==> src/rtl/edge_event_scheduler_pkg.sv <==
// Shared codes for the edge event scheduler: edge-select encodings, scheduler
// states and the channel-index width helper.
package edge_event_pkg;

  localparam logic [1:0] EDGE_OFF  = 2'b00;
  localparam logic [1:0] EDGE_RISE = 2'b01;
  localparam logic [1:0] EDGE_FALL = 2'b10;
  localparam logic [1:0] EDGE_BOTH = 2'b11;

  typedef enum logic {
    S_IDLE  = 1'b0,
    S_OFFER = 1'b1
  } state_t;

  function automatic int ch_idx_w(input int n);
    return (n < 2) ? 1 : $clog2(n);
  endfunction

endpackage

==> src/rtl/edge_event_scheduler_rr_arbiter.sv <==
// Combinational round-robin picker: first set req bit searching upward from
// ptr+1 (mod NUM_CH); ptr itself is the last candidate.
module rr_arbiter
  import edge_event_pkg::*;
#(
  parameter int NUM_CH = 4
) (
  input  logic [NUM_CH-1:0]           req,
  input  logic [ch_idx_w(NUM_CH)-1:0] ptr,
  output logic [ch_idx_w(NUM_CH)-1:0] gnt_idx,
  output logic                        gnt_any
);

  localparam int IDX_W = ch_idx_w(NUM_CH);

  // Scan farthest-first so the nearest requester after ptr is written last and wins.
  always_comb begin
    // NOTE: every output gets a default before the loop so no path infers a latch.
    gnt_idx = '0;
    gnt_any = 1'b0;
    for (int k = NUM_CH; k >= 1; k--) begin
      if (req[(int'(ptr) + k) % NUM_CH]) begin
        gnt_idx = IDX_W'((int'(ptr) + k) % NUM_CH);
        gnt_any = 1'b1;
      end
    end
  end

endmodule

==> src/rtl/edge_event_scheduler.sv <==
// Per-channel edge detection with pending/overflow latches, drained one event at a
// time by a round-robin valid/ready scheduler. Optional drop counters: EES_DROP_CNT_EN.
module edge_event_scheduler
  import edge_event_pkg::*;
#(
  parameter int NUM_CH = 4
`ifdef EES_DROP_CNT_EN
  , parameter int CNT_W = 8
`endif
) (
  input  logic                      clk,
  input  logic                      rst,
  input  logic                      enable,
  input  logic [NUM_CH-1:0]         d,
  input  logic [2*NUM_CH-1:0]       edge_sel,
  input  logic [NUM_CH-1:0]         clear,
  output logic                      evt_valid,
  input  logic                      evt_ready,
  output logic [$clog2(NUM_CH)-1:0] evt_ch,
  output logic                      evt_pol,
  output logic [NUM_CH-1:0]         pending,
`ifdef EES_DROP_CNT_EN
  output logic [NUM_CH*CNT_W-1:0]   drop_cnt,
`endif
  output logic [NUM_CH-1:0]         overflow
);

  localparam int IDX_W = ch_idx_w(NUM_CH);

  logic [NUM_CH-1:0] d_q;
  logic              armed_q;
  logic [NUM_CH-1:0] pending_q, pending_d;
  logic [NUM_CH-1:0] pol_q, pol_d;
  logic [NUM_CH-1:0] overflow_q, overflow_d;
  logic [IDX_W-1:0]  rr_ptr_q, rr_ptr_d;
  state_t            state_q, state_d;
  logic              evt_valid_q, evt_valid_d;
  logic [IDX_W-1:0]  evt_ch_q, evt_ch_d;
  logic              evt_pol_q, evt_pol_d;

  logic [NUM_CH-1:0] rise, fall, hit, drop, acc_vec;
  logic              accept;
  logic [IDX_W-1:0]  gnt_idx;
  logic              gnt_any;

  // Edge detection and per-channel pending update: clear > new edge > acceptance.
  always_comb begin
    rise       = '0;
    fall       = '0;
    hit        = '0;
    drop       = '0;
    acc_vec    = '0;
    pending_d  = pending_q;
    pol_d      = pol_q;
    overflow_d = overflow_q;
    accept     = (state_q == S_OFFER) && evt_valid_q && evt_ready;
    for (int i = 0; i < NUM_CH; i++) begin
      rise[i]    = armed_q & d[i] & ~d_q[i];
      fall[i]    = armed_q & ~d[i] & d_q[i];
      hit[i]     = enable & ((rise[i] & (edge_sel[2*i +: 2] inside {EDGE_RISE, EDGE_BOTH})) |
                             (fall[i] & (edge_sel[2*i +: 2] inside {EDGE_FALL, EDGE_BOTH})));
      acc_vec[i] = accept && (evt_ch_q == IDX_W'(i));
      if (clear[i]) begin
        pending_d[i]  = 1'b0;
        overflow_d[i] = 1'b0;
      end else if (hit[i]) begin
        if (pending_q[i] && !acc_vec[i]) begin
          drop[i]       = 1'b1;
          overflow_d[i] = 1'b1;
        end else begin
          pending_d[i] = 1'b1;
          pol_d[i]     = rise[i];
        end
      end else if (acc_vec[i]) begin
        pending_d[i] = 1'b0;
      end
    end
  end

  rr_arbiter #(.NUM_CH(NUM_CH)) u_arb (
    .req     (pending_q),
    .ptr     (rr_ptr_q),
    .gnt_idx (gnt_idx),
    .gnt_any (gnt_any)
  );

  always_comb begin
    state_d = state_q;
    case (state_q)
      S_IDLE:  if (gnt_any) state_d = S_OFFER;
      S_OFFER: if (accept)  state_d = S_IDLE;
      default: state_d = S_IDLE;
    endcase
  end

  // Offer fields are loaded on entry to OFFER and held until the handshake.
  always_comb begin
    evt_valid_d = evt_valid_q;
    evt_ch_d    = evt_ch_q;
    evt_pol_d   = evt_pol_q;
    rr_ptr_d    = rr_ptr_q;
    case (state_q)
      S_IDLE: begin
        if (gnt_any) begin
          evt_valid_d = 1'b1;
          evt_ch_d    = gnt_idx;
          evt_pol_d   = pol_q[gnt_idx];
        end
      end
      S_OFFER: begin
        if (accept) begin
          evt_valid_d = 1'b0;
          rr_ptr_d    = evt_ch_q;
        end
      end
      default: evt_valid_d = 1'b0;
    endcase
  end

  always_ff @(posedge clk) begin
    // NOTE: non-blocking assignments so every flop samples pre-edge values.
    if (rst) begin
      d_q         <= '0;
      armed_q     <= 1'b0;
      pending_q   <= '0;
      pol_q       <= '0;
      overflow_q  <= '0;
      rr_ptr_q    <= '0;
      state_q     <= S_IDLE;
      evt_valid_q <= 1'b0;
      evt_ch_q    <= '0;
      evt_pol_q   <= 1'b0;
    end else begin
      d_q         <= d;
      armed_q     <= 1'b1;
      pending_q   <= pending_d;
      pol_q       <= pol_d;
      overflow_q  <= overflow_d;
      rr_ptr_q    <= rr_ptr_d;
      state_q     <= state_d;
      evt_valid_q <= evt_valid_d;
      evt_ch_q    <= evt_ch_d;
      evt_pol_q   <= evt_pol_d;
    end
  end

`ifdef EES_DROP_CNT_EN
  logic [NUM_CH-1:0][CNT_W-1:0] drop_cnt_q, drop_cnt_d;

  always_comb begin
    drop_cnt_d = drop_cnt_q;
    for (int i = 0; i < NUM_CH; i++) begin
      if (clear[i])                                drop_cnt_d[i] = '0;
      else if (drop[i] && (drop_cnt_q[i] != '1))   drop_cnt_d[i] = drop_cnt_q[i] + 1'b1;
    end
  end

  always_ff @(posedge clk) begin
    if (rst) drop_cnt_q <= '0;
    else     drop_cnt_q <= drop_cnt_d;
  end

  assign drop_cnt = drop_cnt_q;
`endif

  assign evt_valid = evt_valid_q;
  assign evt_ch    = evt_ch_q;
  assign evt_pol   = evt_pol_q;
  assign pending   = pending_q;
  assign overflow  = overflow_q;

endmodule

==> config.mk <==
export PLATFORM = sky130hd
export DESIGN_NAME = edge_event_scheduler
export DESIGN_NICKNAME = d
export VERILOG_FILES = /design/src/rtl/edge_event_scheduler_pkg.sv /design/src/rtl/edge_event_scheduler_rr_arbiter.sv /design/src/rtl/edge_event_scheduler.sv
export SDC_FILE = /design/constraint.sdc
export NUM_CORES = 1
export LEC_CHECK = 0
export ABC_AREA = 0
export ABC_CLOCK_PERIOD_IN_PS = 1750
export CAP_MARGIN = 0
export CORE_MARGIN = 4
export CORE_UTILIZATION = 41
export DETAILED_ROUTE_END_ITERATION = 6
export PLACE_DENSITY = 0.84
export SETUP_SLACK_MARGIN = 0.5
export SYNTH_ARGS = -nofsm -noshare
export SYNTH_HDL_FRONTEND = slang
export SYNTH_HIERARCHICAL = 1
export SYNTH_SLANG_ARGS = --single-unit
==> constraint.sdc <==
create_clock -name clk -period 1.75 [get_ports clk]
set_clock_uncertainty 0.15 [all_clocks]
set_input_delay 0.35 -clock clk [delete_from_list [all_inputs] [get_ports clk]]
set_output_delay 0.35 -clock clk [all_outputs]
set_load 0.01 [all_outputs]
==> metrics.cfg, run 1 <==
[finish]
final_layout_size_suffix_gt1_frac = 0.411
antenna_cells = 0
final_cell_mix = buf_4 (19), nand3b_1 (15), buf_6 (15), dfxtp_2 (12)
fill_cells = 193
layout_commonest_cell = buf_4
final_cells = 205
area_growth_pct = 60.4
finalNetCount = 196

[die]
die_x_um = 59.4
die_y_um = 59.4
dieArea_mm2 = 0.00353
ios = 32
initial_core_util = 0.434
fp.coreArea_mm2 = 0.00250
fp-row-count = 18

[synth]
syn_avg_cell_area_um2 = 9.12
syn_inst = 119
synth_seq_cells = 24
syn-num-nets = 139
synth_cell_type_count = 22
ys_warn_count = 6
netlist_area_mm2 = 0.00108
ys_seq_area_frac = 0.443

[sta]
max_freq_mhz = 565
rsz0062_at_grt = true
final_max_slew_viol_count = 0
finalSetupViolCount = 1
slew_headroom = 0.818
post-route-period-util = 1.01
finalCriticalPeriod_ns = 1.77
tns_ns = -0.0197
tightest_slew_ns = 0.272
final-hold-violation-count = 0
fin_ws_ns = -0.0197

[setup_path]
startpoint_type = register
rrSetupSlack_ns = -0.02
crit_chain = a21oi_2, a31oi_1, a21oi_2, mux4_2, mux2i_1, nor2_1
worstPathRequired_ns = 1.81
end_kind = register
crit_start = rr_ptr_q[1]
cpMostUsedCell = a21oi_2
critPathBufInv = 0
cp_top_family = multiplexers
critical_path.max_stage_delay_ns = 0.52
crit_arrival_ns = 1.83
crit_slowest_cell = mux4_2
timing.rr.start = rr_ptr_q[1]
worstSetupPathType = register to register
crit_fanout = 5

[detailed_routing]
dr.pass1.iters = 4
wirelength_um = 2820
vias = 1052
drc = 0
drtIter0Drc = 11
drt-vias-per-instance = 5.13
wl_per_cell_um = 13.7
drtAntennaViolNets = 0

[grt]
grt_pass1_wl_um = 4240
grt_pass1_vias = 1039
grt_usage = 0.156
grt_max_degree = 14
overflow = 0
grt_antenna_before_repair = 0

[clock_network]
cts_root_buffer = clkbuf_4
htree_levels = 1
cts.sinks = 24
cts_buffer_depth = 2
path_clk_slew_ns = 0.14
cts_buffers = 3
tritoncts = built
clk_latency_ns = 0.32
holdBufCountCts = 0

[pwr]
p_per_area_mw_per_mm2 = 572
p_leak_nw = 0.699
ir_drop_v = 0.000421

[place]
dp_hpwl_um = 2020
gp_congestion = 0.836
dp_slack_ns = -0.264
dpl.cell_count = 193
numPortBuffers = 31

[status]
violations = setup timing
outcome = complete, but fails checks

[hold_path]
hold_path_class = input pin to register
min-delay-start = d[0]

[flow_run]
drv_cap = 0

[layout make-up]
| cell class | instances | area (um^2) | share of cell area |
|---|---|---|---|
| timing repair buffer | 54 | 500 | 0.288 |
| sequential | 24 | 507 | 0.291 |
| multi-input combinational | 91 | 652 | 0.375 |
| clock buffer | 4 | 36.3 | 0.0208 |
| tap | 30 | 37.5 | 0.0216 |
| inverter | 2 | 7.51 | 0.00431 |
[sequential cells by signal, summed over array words and instances, names as in the netlist]
| name | count |
|---|---|
| overflow | 4 |
| pending | 4 |
| armed_q | 1 |
| evt_ch | 2 |
| rr_ptr_q | 2 |
| evt_pol | 1 |
| evt_valid | 1 |
| pol_q | 4 |
| d_q | 4 |
| state_q | 1 |
[kinds of logic (layout without fill, tap and decap cells)]
family / Yosys count / after routing / share of synthesized area
AND/OR/NAND/NOR: 59 / 59 / 0.313
multiplexers: 11 / 11 / 0.113
buffers and inverters: 4 / 60 / 0.0138
AO/OA/AOI/OAI: 21 / 21 / 0.118
flip-flops: 24 / 24 / 0.443
[synth_stat cells (all sizes together)]
cell type,instances,area share
a21oi,12,0.059
a31oi,3,0.017
and2b,1,0.0069
clkbuf,2,0.0069
dfxtp,24,0.44
inv,2,0.0069
mux2i,10,0.092
mux4,1,0.021
nand2,8,0.028
nand2b,4,0.023
nand3,2,0.014
nand3b,15,0.10
nor2,11,0.038
nor2b,6,0.035
nor3,8,0.037
o21a,2,0.014
o21ai,3,0.014
o221ai,1,0.014
or2,2,0.012
or3b,2,0.016
[report_power, final]
group	internal, mW	switching, mW	total [mW]
Sequential	0.555	0.0115	0.567
Combinational	0.0804	0.0542	0.135
Clock	0.127	0.168	0.295
Total	0.763	0.233	0.996
[through the flow]
stage	instance area (um^2)	util	total power, mW	hold WS [ns]
final	1740	0.696	0.996	0.287
after CTS	1690	0.675	0.993	0.291
after global placement	1580	0.631	0.708	0.294
after floorplan	1120	-	0.631	0.272
after detailed placement	1580	0.631	0.711	0.311
after global routing	1740	0.696	1.04	0.294
[path summary, 6_finish.rpt]
check / end / depth (start not counted)
worst min-delay path: d_q[0] / 2
worst max register to register: evt_pol / 6
worst min register to register: pol_q[1] / 2
worst max-delay path: evt_pol / 6
[repair_timing]
| item | in CTS | in global routing |
|---|---|---|
| endpoints found under the setup margin | 29 | 28 |
| pin swaps | 12 | 1 |
| resized for setup | 76 | 14 |
| buffers inserted | 3 | 5 |
[per-layer routing]
metal / up-vias / track usage / part of all wire
li1: 538 / - / -
met1: 488 / 0.182 / 0.43
met2: 22 / 0.284 / 0.52
met3: 4 / 0.0261 / 0.038
met4: 0 / 0.0485 / 0.011
met5: - / 0 / 0
Note: power is estimated with default switching activity, not from simulation.
==> run 2: changes to the inputs <==
CTS_CLUSTER_DIAMETER = 40   (was unset)
TNS_END_PERCENT = 50   (was unset)
==> run 2 against run 1 <==
  * The run still ends with setup timing left
  * Core utilization up 4.6 points
  * First-iteration DRC count grew to 3.8 times the previous value
  * Critical endpoint unchanged
  * Power grew 2.5%
  * Combinational power is 17% higher
  * Critical path type unchanged
  * Cell area is 6.6% higher
  * Sequential cell count stayed put
  * Cell count is 2.9% higher
  * Largest power group unchanged
  * Highest routed layer unchanged
  * Worst setup slack got worse by 0.075 ns
  * Global-route usage is 1.4 points higher
  * Via count rose by 6.7%
  * Wire length rose by 16%
  * Fmax fell by 4.1%
==> metrics.cfg, run 2 (synthesis results as in run 1) <==
[setup_path]
crit_arrival_ns = 1.92  ; was 1.83 ns
crit_fanout = 4  ; was 5
end_kind = register  ; unchanged
worstPathRequired_ns = 1.82  ; was 1.81 ns
worstSetupPathType = register to register  ; unchanged
critical_path.max_stage_delay_ns = 0.53  ; was 0.52 ns
critPathBufInv = 1  ; was 0
crit_slowest_cell = mux4_2  ; unchanged
crit_chain = buf_4, a31oi_1, a21oi_2, mux4_2, mux2i_1, nor2_1  ; was a21oi_2, a31oi_1, a21oi_2, mux4_2, mux2i_1, nor2_1
startpoint_type = register  ; unchanged
cp_top_family = multiplexers  ; unchanged

[grt]
grt_antenna_before_repair = 0  ; unchanged
grt_usage = 0.170  ; was 0.156
grt_pass1_wl_um = 4530  ; was 4240 um
grt_pass1_vias = 1022  ; was 1039
grt_max_degree = 14  ; unchanged
overflow = 0  ; unchanged

[detailed_routing]
dr.pass1.iters = 4  ; unchanged
met3_wirelength_um = 155  ; was 107 um
wl_per_cell_um = 15.4  ; was 13.7 um
route.top_layer_used = met4  ; unchanged
vias = 1123  ; was 1052
drt-vias-per-instance = 5.32  ; was 5.13
wl_met2_um = 1770  ; was 1470 um
drc = 0  ; unchanged
drtAntennaViolNets = 0  ; unchanged
wirelength_um = 3250  ; was 2820 um
drtIter0Drc = 42  ; was 11
drt-met1-wl_um = 1290  ; was 1210 um

[die]
dieArea_mm2 = 0.00353  ; unchanged
die_y_um = 59.4  ; unchanged
initial_core_util = 0.434  ; unchanged
fp.coreArea_mm2 = 0.00250  ; unchanged
ios = 32  ; unchanged
die_x_um = 59.4  ; unchanged
fp-row-count = 18  ; unchanged

[finish]
layout_commonest_cell = buf_4  ; unchanged
antenna_cells = 0  ; unchanged
final_cell_mix = buf_4 (23), buf_6 (17), nand3b_1 (15), dfxtp_1 (10)  ; was buf_4 (19), nand3b_1 (15), buf_6 (15), dfxtp_2 (12)
final_layout_size_suffix_gt1_frac = 0.470  ; was 0.411
final_cells = 211  ; was 205
final_util = 0.742  ; was 0.696
area_growth_pct = 71.0  ; was 60.4%
finalNetCount = 202  ; was 196

[clock_network]
clk_latency_ns = 0.33  ; was 0.32 ns
htree_levels = 1  ; unchanged
cts_root_buffer = clkbuf_4  ; unchanged
path_clk_slew_ns = 0.14  ; about the same
holdBufCountCts = 0  ; unchanged
tritoncts = built  ; unchanged
cts_buffers = 3  ; unchanged
cts.sinks = 24  ; unchanged
cts_buffer_depth = 2  ; unchanged

[sta]
slew_headroom = 0.802  ; was 0.818
post-route-period-util = 1.05  ; was 1.01
final-hold-violation-count = 0  ; unchanged
timing.hold.ws_ns = 0.165  ; was 0.287 ns
rsz0062_at_grt = true  ; unchanged
max_freq_mhz = 542  ; was 565 MHz
finalSetupViolCount = 1  ; unchanged
final_max_slew_viol_count = 0  ; unchanged
tightest_slew_ns = 0.296  ; was 0.272 ns
fin_ws_ns = -0.0949  ; was -0.0197 ns
finalCriticalPeriod_ns = 1.84  ; was 1.77 ns

[pwr]
p_leak_nw = 0.794  ; was 0.699 nW
p_sw_mw = 0.249  ; was 0.233 mW
power.internal_mw = 0.772  ; was 0.763 mW
p_clk_frac = 0.294  ; was 0.296
p_per_area_mw_per_mm2 = 550  ; was 572 mW/mm^2
p_comb_frac = 0.154  ; was 0.135
switching_share = 0.244  ; was 0.234
ir_drop_v = 0.000571  ; was 0.000421 V
p_seq_frac = 0.551  ; was 0.569

[hold_path]
hold_path_class = input pin to register  ; unchanged

[status]
outcome = complete, but fails checks  ; unchanged
violations = setup timing  ; unchanged

[place]
dpl.cell_count = 194  ; was 193
dp_slack_ns = -0.253  ; was -0.264 ns
gp_congestion = 0.799  ; was 0.836
numPortBuffers = 31  ; unchanged
dp_hpwl_um = 2200  ; was 2020 um

[flow_run]
drv_cap = 0  ; unchanged

[run 2: cell count changes in the layout (fill, tap and decap cells not counted), sizes merged]
cell	before	now
clkbuf	4	5
clkdlybuf4s15	1	0
dlygate4sd2	10	5
buf	34	40
clkdlybuf4s50	9	7
dlymetal6s2s	0	7
[run 2: path summary, 6_finish.rpt]
kind | startpoint | slack [ns] | depth (start not counted) | endpoint
worst max-delay path | pending[3] | -0.09 | 6 | evt_pol
worst min-delay path | d[0] | 0.17 | 2 | d_q[0]
worst max register to register | pending[3] | -0.09 | 6 | evt_pol
worst min register to register | pol_q[1] | 0.33 | 2 | pol_q[1]
[run 2: final cells by class]
cell class,instances,area (um^2)
Sequential cell,24,510
Multi-Input combinational cell,91,693
Inverter,2,7.51
Timing Repair Buffer,60,571
Clock buffer,4,36.3
Tap cell,30,37.5
Fill cell,170,644
[run 2: routing by layer]
layer | GRT usage | up-vias
met5 | 0 | -
met4 | 0.0583 | 0
met3 | 0.0218 | 5
met2 | 0.309 | 37
met1 | 0.203 | 531
li1 | - | 550
[run 2: power groups by stage]
stage,Combinational [mW],Clock (mW),Sequential (mW)
after floorplan,0.0498,0,0.581
after global placement,0.130,0,0.580
after detailed placement,0.134,0,0.581
after CTS,0.138,0.300,0.565
after global routing,0.168,0.325,0.565
final,0.158,0.301,0.563
[run 2: timing repair]
item	CTS	global route
buffers inserted	6	7
gates resized for setup	75	31
pin swaps	3	16
setup endpoints to repair	27	29
cloned	0	0
[run 2: metrics by stage]
stage / TNS, ns / power, mW / area (um^2)
2_1_floorplan: 0 / 0.630 / 1120
3_3_place_gp: -1.13 / 0.710 / 1580
3_5_place_dp: -1.40 / 0.715 / 1580
4_1_cts: 0 / 1.00 / 1700
5_1_grt: -0.151 / 1.06 / 1860
6_report: -0.0949 / 1.02 / 1860
[run 2: worst reg2reg max path: stages, from the launching register on]
cell	delay, ns
dfxtp_2	0.35
buf_4	0.12
a31oi_1	0.10
a21oi_2	0.21
mux4_2	0.53
mux2i_1	0.20
nor2_1	0.08
==> run 3: changes to the inputs <==
SYNTH_HIERARCHICAL = unset   (was 1)
==> run 3 against run 2 <==
  * The run now ends clean
  * Die area fell by 0.99%
  * Combinational power rose by 12%
  * Sequential share of layout area fell by 0.55 points
  * Register-to-register slack improved by 0.22 ns
  * Largest cell class unchanged
  * Highest routed layer unchanged
==> metrics.cfg, run 3 <==
[status]
outcome = finished clean  ; was complete, but fails checks

[die]
initial_core_util = 0.433  ; was 0.434
fp.coreArea_mm2 = 0.00248  ; was 0.00250 mm^2
die_y_um = 59.1  ; was 59.4 um
dieArea_mm2 = 0.00350  ; was 0.00353 mm^2
ios = 32  ; unchanged
die_x_um = 59.1  ; was 59.4 um
fp-row-count = 18  ; unchanged

[pwr]
p_comb_frac = 0.161  ; was 0.154
p_sw_mw = 0.277  ; was 0.249 mW
p_clk_frac = 0.323  ; was 0.294
p_seq_frac = 0.516  ; was 0.551
ir_drop_v = 0.000705  ; was 0.000571 V
p_leak_nw = 0.771  ; was 0.794 nW
switching_share = 0.252  ; was 0.244
power.internal_mw = 0.823  ; was 0.772 mW
p_per_area_mw_per_mm2 = 576  ; was 550 mW/mm^2

[detailed_routing]
wl_per_cell_um = 18.3  ; was 15.4 um
route.top_layer_used = met4  ; unchanged
drt-vias-per-instance = 5.74  ; was 5.32
vias = 1262  ; was 1123
drtIter0Drc = 35  ; was 42
wirelength_um = 4030  ; was 3250 um
wl_met2_um = 2210  ; was 1770 um
dr.pass1.iters = 4  ; unchanged
drt-met1-wl_um = 1400  ; was 1290 um
met3_wirelength_um = 248  ; was 155 um
drc = 0  ; unchanged
drtAntennaViolNets = 0  ; unchanged

[sta]
finalSetupViolCount = 0  ; was 1
post-route-period-util = 0.929  ; was 1.05
max_freq_mhz = 615  ; was 542 MHz
final-hold-violation-count = 0  ; unchanged
fin_ws_ns = 0.124  ; was -0.0949 ns
rsz0062_at_grt = true  ; unchanged
slew_headroom = 0.775  ; was 0.802
timing.hold.ws_ns = 0.206  ; was 0.165 ns
tns_ns = 0  ; was -0.0949 ns
finalCriticalPeriod_ns = 1.63  ; was 1.84 ns
tightest_slew_ns = 0.337  ; was 0.296 ns
final_max_slew_viol_count = 0  ; unchanged

[synth]
synthFlopType = dfxtp_1  ; unchanged
synthArstFlopShare = 0  ; unchanged
ys_warn_count = 0  ; was 6
synth.area.top_cells = dfxtp_1 (45%), nand3b_1 (6.3%), mux2i_1 (5.6%), nor2_1 (5.3%), a21oi_1 (5.1%)  ; was dfxtp_1 (44%), nand3b_1 (10%), mux2i_1 (9.2%), a21oi_1 (5.1%), nor2_1 (3.8%)
synth_cell_type_count = 28  ; was 22
syn_inst = 124  ; was 119
netlist_area_mm2 = 0.00107  ; was 0.00108 mm^2
syn_avg_cell_area_um2 = 8.65  ; was 9.12 um^2
ys_seq_area_frac = 0.448  ; was 0.443
syn-num-nets = 144  ; was 139
synthMostInstantiatedCell = dfxtp_1  ; unchanged
synthTopCellsByCount = dfxtp_1 (24), nor2_1 (15), a21oi_1 (11)  ; was dfxtp_1 (24), nand3b_1 (15), a21oi_1 (11), nor2_1 (11), mux2i_1 (10)
synth_seq_cells = 24  ; unchanged
synth_edf_count = 0  ; unchanged
synth_largest_area_cell = dfxtp_1  ; unchanged
yosys.area.top_type_share = 0.448  ; was 0.443

[grt]
overflow = 0  ; unchanged
grt_usage = 0.224  ; was 0.170
grt_max_degree = 24  ; was 14
grt_pass1_vias = 1281  ; was 1022
grt_antenna_before_repair = 0  ; unchanged
grt_pass1_wl_um = 5820  ; was 4530 um

[clock_network]
path_clk_slew_ns = 0.14  ; about the same
holdBufCountCts = 0  ; unchanged
clk_latency_ns = 0.32  ; was 0.33 ns
cts_buffers = 3  ; unchanged
cts.sinks = 24  ; unchanged
cts_buffer_depth = 2  ; unchanged
cts_root_buffer = clkbuf_4  ; unchanged
tritoncts = built  ; unchanged
htree_levels = 1  ; unchanged

[setup_path]
crit_chain = nand3_4, buf_4, o31a_1, buf_4, buf_6, a21oi_4, nor3_2  ; was buf_4, a31oi_1, a21oi_2, mux4_2, mux2i_1, nor2_1
crit_slowest_cell = dfxtp_4  ; was mux4_2
critical_path.max_stage_delay_ns = 0.40  ; was 0.53 ns
end_kind = register  ; unchanged
startpoint_type = register  ; unchanged
cpMostUsedCell = buf_4
critPathBufInv = 3  ; was 1
cp_top_family = compound AO/OA/AOI/OAI gates  ; was multiplexers
crit_fanout = 4  ; unchanged
crit_arrival_ns = 1.70  ; was 1.92 ns
worstPathRequired_ns = 1.83  ; was 1.82 ns
worstSetupPathType = register to register  ; unchanged

[flow_run]
drv_cap = 0  ; unchanged

[place]
gp_congestion = 0.805  ; was 0.799
numPortBuffers = 31  ; unchanged
placed_area_mm2 = 0.00153  ; was 0.00158 mm^2
dpl.cell_count = 194  ; unchanged
dp_hpwl_um = 2270  ; was 2200 um
dp_slack_ns = -0.336  ; was -0.253 ns

[finish]
finalNetCount = 211  ; was 202
antenna_cells = 0  ; unchanged
final_cell_mix = buf_4 (28), nor2_1 (13), buf_6 (13), clkdlybuf4s50_1 (11), dfxtp_1 (10)  ; was buf_4 (23), buf_6 (17), nand3b_1 (15), dfxtp_1 (10)
layout_commonest_cell = buf_4  ; unchanged
design_area_mm2 = 0.00191  ; was 0.00186 mm^2
final_layout_size_suffix_gt1_frac = 0.495  ; was 0.470
final_cells = 220  ; was 211
area_growth_pct = 78.3  ; was 71.0%

[hold_path]
hold_path_class = input pin to register  ; unchanged

[run 3: changes by cell type after synthesis, sizes merged, moves of 3 or more]
cell / delta
nand3b: -6
nor3: +3
a211oi: +4
inv: +5
mux2i: -4
nor2: +4
[run 3: worst paths after layout]
path / startpoint / to / slack (ns) / cells after the start
worst max-delay path: state_q / overflow[2] / 0.12 / 7
worst min-delay path: d[1] / d_q[1] / 0.21 / 2
worst min register to register: overflow[1] / overflow[1] / 0.37 / 2
worst max register to register: state_q / overflow[2] / 0.12 / 7
[run 3: layer usage]
layer / track usage / up-vias
met1: 0.228 / 603
li1: - / 574
met5: 0 / -
met2: 0.421 / 67
met3: 0.0370 / 18
met4: 0.129 / 0
[run 3: cell type report]
type / instances / area (um^2)
multi-input cells: 91 / 702
flip-flops and latches: 24 / 515
fillers: 159 / 566
inverters: 7 / 31.3
repair buffers: 64 / 578
clock buffers: 4 / 47.5
well taps: 30 / 37.5
[run 3: timing repair]
action                     CTS  global route
setup endpoints to repair   29            29
pin swaps                   11            16
gates resized for setup     84            30
buffers inserted            17             5
[run 3: power groups by stage]
stage	logic (mW)	clock network (mW)	registers, mW
5_1_grt	0.187	0.381	0.570
3_3_place_gp	0.127	0	0.584
4_1_cts	0.156	0.354	0.566
6_report	0.177	0.356	0.569
2_1_floorplan	0.0490	0	0.584
3_5_place_dp	0.132	0	0.586
[run 3: cells by family after synthesis]
family / Yosys count / share of synthesized area
and+or+nand+nor: 59 / 0.310
AOI/OAI and AO/OA: 26 / 0.154
DFF: 24 / 0.448
buffers and inverters: 9 / 0.0315
muxes: 6 / 0.0560
[run 3: per-stage QoR]
step                      power [mW]  utilization
after floorplan                0.633            -
after global placement         0.711        0.616
after detailed placement       0.718        0.616
after CTS                       1.08        0.721
after global routing            1.14        0.772
final                           1.10        0.772
[run 3: worst reg2reg max path, cell delays in order (launching register included)]
cell and delay, ns:
dfxtp_4 0.40, nand3_4 0.08, buf_4 0.15, o31a_1 0.27
buf_4 0.15, buf_6 0.11, a21oi_4 0.14, nor3_2 0.06
